--- config.mk ---
export PLATFORM = sky130hd
export DESIGN_NAME = fp_mul_seq
export DESIGN_NICKNAME = d
export VERILOG_FILES = /design/src/rtl/fp_mul_seq.sv
export SDC_FILE = /design/constraint.sdc
export NUM_CORES = 1
export LEC_CHECK = 0
export CORE_UTILIZATION = 60
export CTS_CLUSTER_SIZE = 10
export DETAILED_ROUTE_END_ITERATION = 7
export PLACE_DENSITY_LB_ADDON = 0.25
export SLEW_MARGIN = 20
export SYNTH_ARGS = -nofsm -noshare
export SYNTH_HDL_FRONTEND = slang
export SYNTH_SLANG_ARGS = --single-unit
--- constraint.sdc ---
create_clock -name in_clk -period 10.54 [get_ports in_clk]
set_input_delay 2.108 -clock in_clk [delete_from_list [all_inputs] [get_ports in_clk]]
set_output_delay 2.108 -clock in_clk [all_outputs]
set_load 0.05 [all_outputs]
--- src/rtl/fp_mul_seq.sv ---
// Sequential IEEE-754 multiplier: radix-2 shift-add mantissa product, normalise, round-to-nearest-even.
// Define FP_MUL_FLAGS_EN to add the out_flags port {invalid, overflow, underflow, inexact}.
module fp_mul_seq #(
    parameter int EXP_WIDTH  = 8,
    parameter int MANT_WIDTH = 23,
    parameter int DATA_WIDTH = EXP_WIDTH + MANT_WIDTH + 1
) (
    input  logic                  in_clk,
    input  logic                  in_rst_n,
    input  logic                  in_valid,
    output logic                  out_ready,
    input  logic [DATA_WIDTH-1:0] in_numA,
    input  logic [DATA_WIDTH-1:0] in_numB,
    output logic                  out_valid,
    input  logic                  in_ready,
    output logic [1:0]            out_dbg_state,
`ifdef FP_MUL_FLAGS_EN
    output logic [3:0]            out_flags,
`endif
    output logic [DATA_WIDTH-1:0] out_result
);
    localparam int MW1      = MANT_WIDTH + 1;
    localparam int PW       = 2 * MW1;
    localparam int EW2      = EXP_WIDTH + 2;
    localparam int CNT_W    = $clog2(MW1);
    localparam int EXP_ALL1 = (1 << EXP_WIDTH) - 1;
    localparam int BIAS     = (1 << (EXP_WIDTH - 1)) - 1;

    typedef enum logic [1:0] {
        ST_IDLE = 2'd0,
        ST_MULT = 2'd1,
        ST_NORM = 2'd2,
        ST_DONE = 2'd3
    } state_t;

    state_t                  r_state;
    logic [CNT_W-1:0]        r_cnt;
    logic [PW-1:0]           r_acc;
    logic [PW-1:0]           r_mcand;
    logic [MW1-1:0]          r_mplier;
    logic [EXP_WIDTH-1:0]    r_expa;
    logic [EXP_WIDTH-1:0]    r_expb;
    logic                    r_sign;
    logic                    r_nan;
    logic                    r_inf;
    logic                    r_zero;
    logic                    r_valid;
    logic                    r_ready;
    logic [DATA_WIDTH-1:0]   r_result;

    // Operand classification; exp==0 covers true zero and flushed subnormals.
    logic [EXP_WIDTH-1:0]  w_expa, w_expb;
    logic [MANT_WIDTH-1:0] w_fraca, w_fracb;
    logic                  w_zero_a, w_zero_b, w_inf_a, w_inf_b, w_nan_a, w_nan_b;

    assign w_expa   = in_numA[DATA_WIDTH-2 -: EXP_WIDTH];
    assign w_expb   = in_numB[DATA_WIDTH-2 -: EXP_WIDTH];
    assign w_fraca  = in_numA[MANT_WIDTH-1:0];
    assign w_fracb  = in_numB[MANT_WIDTH-1:0];
    assign w_zero_a = (w_expa == '0);
    assign w_zero_b = (w_expb == '0);
    assign w_inf_a  = (&w_expa) && (w_fraca == '0);
    assign w_inf_b  = (&w_expb) && (w_fracb == '0);
    assign w_nan_a  = (&w_expa) && (|w_fraca);
    assign w_nan_b  = (&w_expb) && (|w_fracb);

    // Normalise: product is in [1,4) so at most a one-bit adjustment is needed.
    logic [PW-2:0]         w_norm;
    logic [MANT_WIDTH-1:0] w_mant;
    logic                  w_guard, w_sticky, w_round_up, w_carry;
    logic [MANT_WIDTH:0]   w_mant_r;
    logic [EW2-1:0]        w_exp_sum, w_exp_fin;
    logic                  w_ovf, w_unf;
    logic [DATA_WIDTH-1:0] w_next_result;

    assign w_norm     = r_acc[PW-1] ? r_acc[PW-2:0] : {r_acc[PW-3:0], 1'b0};
    assign w_mant     = w_norm[PW-2 -: MANT_WIDTH];
    assign w_guard    = w_norm[PW-2-MANT_WIDTH];
    assign w_sticky   = |w_norm[PW-3-MANT_WIDTH:0];
    assign w_round_up = w_guard & (w_sticky | w_mant[0]);
    assign w_mant_r   = {1'b0, w_mant} + {{MANT_WIDTH{1'b0}}, w_round_up};
    assign w_carry    = w_mant_r[MANT_WIDTH];
    assign w_exp_sum  = {2'b00, r_expa} + {2'b00, r_expb} - EW2'(BIAS);
    assign w_exp_fin  = w_exp_sum + EW2'(r_acc[PW-1]) + EW2'(w_carry);
    assign w_ovf      = !w_exp_fin[EW2-1] && (w_exp_fin >= EW2'(EXP_ALL1));
    assign w_unf      = w_exp_fin[EW2-1] || (w_exp_fin == '0);

    always_comb begin
        w_next_result = '0;
        if (r_nan)
            w_next_result = {1'b0, {EXP_WIDTH{1'b1}}, 1'b1, {(MANT_WIDTH-1){1'b0}}};
        else if (r_inf || (!r_zero && w_ovf))
            w_next_result = {r_sign, {EXP_WIDTH{1'b1}}, {MANT_WIDTH{1'b0}}};
        else if (r_zero || w_unf)
            w_next_result = {r_sign, {(DATA_WIDTH-1){1'b0}}};
        else
            w_next_result = {r_sign, w_exp_fin[EXP_WIDTH-1:0], w_mant_r[MANT_WIDTH-1:0]};
    end

`ifdef FP_MUL_FLAGS_EN
    logic [3:0] r_flags;
    logic [3:0] w_next_flags;

    always_comb begin
        w_next_flags = 4'b0000;
        if (r_nan)
            w_next_flags = 4'b1000;
        else if (!r_inf && !r_zero)
            w_next_flags = {1'b0, w_ovf, w_unf, w_ovf | w_unf | w_guard | w_sticky};
    end

    always_ff @(posedge in_clk or negedge in_rst_n) begin
        if (!in_rst_n)
            r_flags <= 4'b0000;
        else if (r_state == ST_NORM)
            r_flags <= w_next_flags;
    end

    assign out_flags = r_flags;
`endif

    // Handshake: input accepted on an edge where in_valid && out_ready; result
    // consumed on an edge where out_valid && in_ready; out_result holds otherwise.
    always_ff @(posedge in_clk or negedge in_rst_n) begin
        if (!in_rst_n) begin
            r_state  <= ST_IDLE;
            r_cnt    <= '0;
            r_acc    <= '0;
            r_mcand  <= '0;
            r_mplier <= '0;
            r_expa   <= '0;
            r_expb   <= '0;
            r_sign   <= 1'b0;
            r_nan    <= 1'b0;
            r_inf    <= 1'b0;
            r_zero   <= 1'b0;
            r_valid  <= 1'b0;
            r_ready  <= 1'b1;
            r_result <= '0;
        end else begin
            case (r_state)
                ST_IDLE: begin
                    if (in_valid && r_ready) begin
                        r_expa   <= w_expa;
                        r_expb   <= w_expb;
                        r_sign   <= in_numA[DATA_WIDTH-1] ^ in_numB[DATA_WIDTH-1];
                        r_nan    <= w_nan_a || w_nan_b || (w_inf_a && w_zero_b) || (w_inf_b && w_zero_a);
                        r_inf    <= w_inf_a || w_inf_b;
                        r_zero   <= w_zero_a || w_zero_b;
                        r_mcand  <= {{MW1{1'b0}}, 1'b1, w_fraca};
                        r_mplier <= {1'b1, w_fracb};
                        r_acc    <= '0;
                        r_cnt    <= '0;
                        r_ready  <= 1'b0;
                        r_state  <= ST_MULT;
                    end
                end
                ST_MULT: begin
                    if (r_mplier[0])
                        r_acc <= r_acc + r_mcand;
                    r_mcand  <= r_mcand << 1;
                    r_mplier <= r_mplier >> 1;
                    r_cnt    <= r_cnt + CNT_W'(1);
                    if (r_cnt == CNT_W'(MANT_WIDTH))
                        r_state <= ST_NORM;
                end
                ST_NORM: begin
                    r_result <= w_next_result;
                    r_valid  <= 1'b1;
                    r_state  <= ST_DONE;
                end
                ST_DONE: begin
                    if (in_ready) begin
                        r_valid <= 1'b0;
                        r_ready <= 1'b1;
                        r_state <= ST_IDLE;
                    end
                end
                default: r_state <= ST_IDLE;
            endcase
        end
    end

    assign out_ready     = r_ready;
    assign out_valid     = r_valid;
    assign out_result    = r_result;
    assign out_dbg_state = r_state;
endmodule

==> flow_summary_export.csv <==
group,metric,value,unit
run_status,status,"finished clean",
floorplanning,io_pins,104,
drt,firstDrtPassIters,5,
drt,wl,26800,µm
clock_tree,cts_hold_buffers,0,
timing,rsz0062_at_grt,"false",
clock_tree,clk_latency,0.43,ns
drt,wire_per_inst,16.8,µm
final_layout,drive_above_1_share,4.79,%
timing,period_share,58.9,%
power,p_per_area,246,nW/µm²
min_path,min_to,"out_result[29]$_DFFE_PN0P_",
grt,grt-ovfl-total,0,
grt,grt_usage,28.7,%
final_layout,fin_nets,1485,
place,dpl.hpwl,19400,µm
timing,finalCriticalPeriod,6.21,ns
worst_setup_path,critPathArrivalTime,6.53,ns
drt,dr_total_vias,9644,
power,vdd_drop_max,0.138,mV
power,power,0.00323,W
place,dpl-instance-area,12600,µm²
yosys,yosys_warnings,0,
yosys,syn_area_per_cell,8.89,µm²
floorplanning,rows,50,
worst_setup_path,ff2ff_path_depth,23,
min_path,min_from,"out_result[29]$_DFFE_PN0P_",
floorplanning,die_x,140,µm
timing,setup-tns-final,0,ns
clock_tree,cts_inserted_buffers,17,
yosys,synthFlopType,"dfrtp_1",
timing,setup_viol,0,
worst_setup_path,crit_path_frequent_cell,"nand2_1",
drt,drt_iter0_markers,609,
drt,route.detailed.drc,0,
worst_setup_path,rrSetupSlack,4.33,ns
clock_tree,htreeDepth,4,
worst_setup_path,crit_path_top_delay_cell,"nand2_1",
grt,antenna_found_initial,0,
yosys,synth.distinct_cells,73,
worst_setup_path,cp_data_required_time,10.86,ns
timing,maxSlewHeadroom,36.4,%
clock_tree,tritoncts,"done",
timing,hold_violations,0,
final_layout,area_growth,15.2,%
floorplanning,core_area,18700,µm²
clock_tree,post_cts_buffers,0,
run,max_cap_violations,0,
place,portBuffers,103,
worst_setup_path,path_class,"reg2reg",
drt,final_antenna_net_count,0,
yosys,ys_ff_latch,181,
clock_tree,clockBufferDepth,2,
yosys,synth.net_count,1424,
timing,max_freq,161,MHz
clock_tree,cts-root-buf,"clkbuf_16",
final_layout,antennaDiodeCount,0,
worst_setup_path,end_kind,"flip-flop",
yosys,async_flop_share,100,%
grt,grt_pass1_wl,45300,µm
yosys,syn_area,11400,µm²
timing,tightest_slew,0.953,ns
worst_setup_path,crit_path_max_incr_delay,0.54,ns
clock_tree,cts.sinks,181,
yosys,syn_inst,1284,
floorplanning,dieHeight,140,µm
floorplanning,start_util,61.0,%
final_layout,nFillCells,1506,
worst_setup_path,startpoint_type,"flip-flop",
clock_tree,path_clk_slew,0.07,ns
timing,finalMaxSlewViolations,0,
place,dp_slack,4.46,ns
worst_setup_path,r2r_end,"out_result[4]$_DFFE_PN0P_",
clock_tree,cts-resized-gates,0,
place,gp_congestion,0.896,
final_layout,final_cell_area,13100,µm²
min_path,holdPathStages,1,
min_path,hold_class,"reg2reg",
final_layout,final_util,70.3,%
grt,grt_max_degree,80,
grt,first_global_vias,9433,
power,p_leak,5.88,nW
worst_setup_path,path_cells,"buf_4 -> nand2_1 -> a21oi_1 -> and2_1 -> nor3b_2 -> nand2_1 -> nor3b_2 -> nand2_1 -> nor3b_1 -> and3_1 -> fa_1 -> inv_1 -> fa_1 -> nor2b_1 -> o21ai_1 -> a21boi_1 -> o21a_1 -> nor2_1 -> xor2_1 -> and4b_1 -> nor3_2 -> nand2_1 -> o41ai_1",
worst_setup_path,r2r_start,"r_acc[47]$_DFFE_PN0P_",
yosys,yosysSeqAreaShare,39.7,%
worst_setup_path,cp_max_fo,46,
yosys,synth-edff-count,0,
timing,setup_slack,4.33,ns
floorplanning,die_area,19600,µm²
drt,viasPerCell,6.06,
timing,finClkSkew,0.00953,ns
==> area by class of cell <==
class                           count  area, µm²  share of cell area [%]
Multi-Input combinational cell    985       6460                    49.2
Sequential cell                   181       4530                    34.5
Timing Repair Buffer              112       1100                    8.37
Clock buffer                       26        539                    4.10
Tap cell                          234        293                    2.23
Inverter                           48        180                    1.37
Clock inverter                      6       37.5                   0.286
==> power by group <==
group | internal (W) | total (W) | leakage [nW] | switching (W)
Sequential | 0.000908 | 0.00110 | 2.36 | 0.000194
Combinational | 0.000598 | 0.00151 | 3.23 | 0.000915
Clock | 0.000352 | 0.000618 | 0.292 | 0.000265
Total | 0.00186 | 0.00323 | 5.88 | 0.00137
==> worst max-delay path by stage <==
stage               slack (ns)             startpoint  depth (start not counted)                   endpoint
global placement          4.69  r_acc[47]$_DFFE_PN0P_                         23  out_result[4]$_DFFE_PN0P_
global route              3.71  r_acc[47]$_DFFE_PN0P_                         23  out_result[4]$_DFFE_PN0P_
finish                    4.33  r_acc[47]$_DFFE_PN0P_                         23  out_result[4]$_DFFE_PN0P_
floorplan                 5.80  r_acc[47]$_DFFE_PN0P_                         23  out_result[4]$_DFFE_PN0P_
detailed placement        4.46  r_acc[47]$_DFFE_PN0P_                         23  out_result[4]$_DFFE_PN0P_
CTS                       4.40  r_acc[47]$_DFFE_PN0P_                         23  out_result[4]$_DFFE_PN0P_
==> synthesized netlist by cell type, types with 4 or more instances <==
master    number  share of area [%]
a21o_1        34                2.2
dfrtp_1      180                 39
mux2i_1       57                5.0
and3_1        10               0.55
inv_1         47                1.5
nand3_1       25                1.1
a211oi_1       9               0.59
nor2b_1       11               0.60
nor3b_1        4               0.26
nor4_1        21                1.2
o22ai_1       20                1.1
xnor2_1       40                3.1
o21ai_1       18               0.79
o31a_1         5               0.38
o21bai_1       6               0.39
xor2_1        41                3.1
nor2_1        66                2.2
a31oi_1        5               0.27
nand2_1      200                6.6
a22o_1        32                2.5
and2_1         4               0.22
o31ai_1       11               0.72
ha_1          69                7.6
nand4_1       21                1.2
o21ai_0      111                4.9
a21oi_1       75                3.3
nor3_1        10               0.44
nand2b_1      11               0.60
o21a_1        10               0.66
clkbuf_1      64                2.1
a21boi_0       5               0.33
==> flip-flops by register name, summed over array words and instances (netlist names), 2 cells and up <==
| signal | count |
|---|---|
| out_dbg_state | 2 |
| r_mplier | 24 |
| r_expa | 8 |
| r_acc | 48 |
| out_result | 32 |
| r_cnt | 5 |
| r_expb | 8 |
| r_mcand | 48 |
==> worst max-delay path, delay by kind of cell (launching register included) <==
| family | cells | cell delay, ns |
|---|---|---|
| flops | 1 | 0.33 |
| compound gates | 5 | 1.17 |
| fa+ha+maj | 2 | 0.60 |
| simple gates | 13 | 3.35 |
| buf+inv | 2 | 0.45 |
| xor+xnor | 1 | 0.19 |
==> routing by layer <==
metal	GRT usage [%]	vias to the layer above	wire length, µm
met5	0	-	0
met4	8.91	0	522
met3	4.92	50	1140
met2	47.1	259	12800
met1	38.9	4617	12400
li1	-	4718	-
==> cells in the final DEF, fill, tap and decap left out, drive strengths merged, types with 3 or more instances in the layout <==
cell type / synthesis / routed
clkdlybuf4s50: 0 / 102
and2: 4 / 4
xor2: 41 / 41
buf: 6 / 10
o21bai: 6 / 6
o21a: 10 / 10
nor3: 11 / 11
a211oi: 10 / 10
nand2: 200 / 200
nor2b: 11 / 11
nor3b: 7 / 7
a21oi: 78 / 78
nor2: 66 / 66
clkinv: 0 / 5
inv: 48 / 49
o31a: 5 / 5
o31ai: 11 / 11
mux2i: 57 / 57
a22o: 32 / 32
a31oi: 5 / 5
nand4: 21 / 21
a21boi: 6 / 6
xnor2: 40 / 40
a21o: 34 / 34
o21ai: 129 / 129
fa: 3 / 3
mux2: 3 / 3
ha: 69 / 69
nand3: 25 / 25
nand2b: 11 / 11
nor4: 21 / 21
o22ai: 20 / 20
clkbuf: 64 / 26
o211ai: 3 / 3
dfrtp: 180 / 180
and3: 10 / 10
==> kinds of logic (layout without fill, tap and decap cells) <==
family / count (synthesis) / in the layout / share of synthesized area (%)
AOI/OAI and AO/OA: 370 / 370 / 20.5
adders and majority gates: 72 / 72 / 8.09
buffers and inverters: 118 / 192 / 3.91
muxes: 60 / 60 / 5.29
xor gates and xnor gates: 81 / 81 / 6.22
DFF: 181 / 181 / 39.7
and+or+nand+nor: 402 / 402 / 16.3
==> stage by stage <==
step,hold WS (ns),std cells
after floorplan,0.450,1284
after global placement,0.460,1560
after detailed placement,0.470,1560
after CTS,0.485,1592
after global routing,0.506,1592
final,0.477,1592
Power figures use the tool's default switching activity.
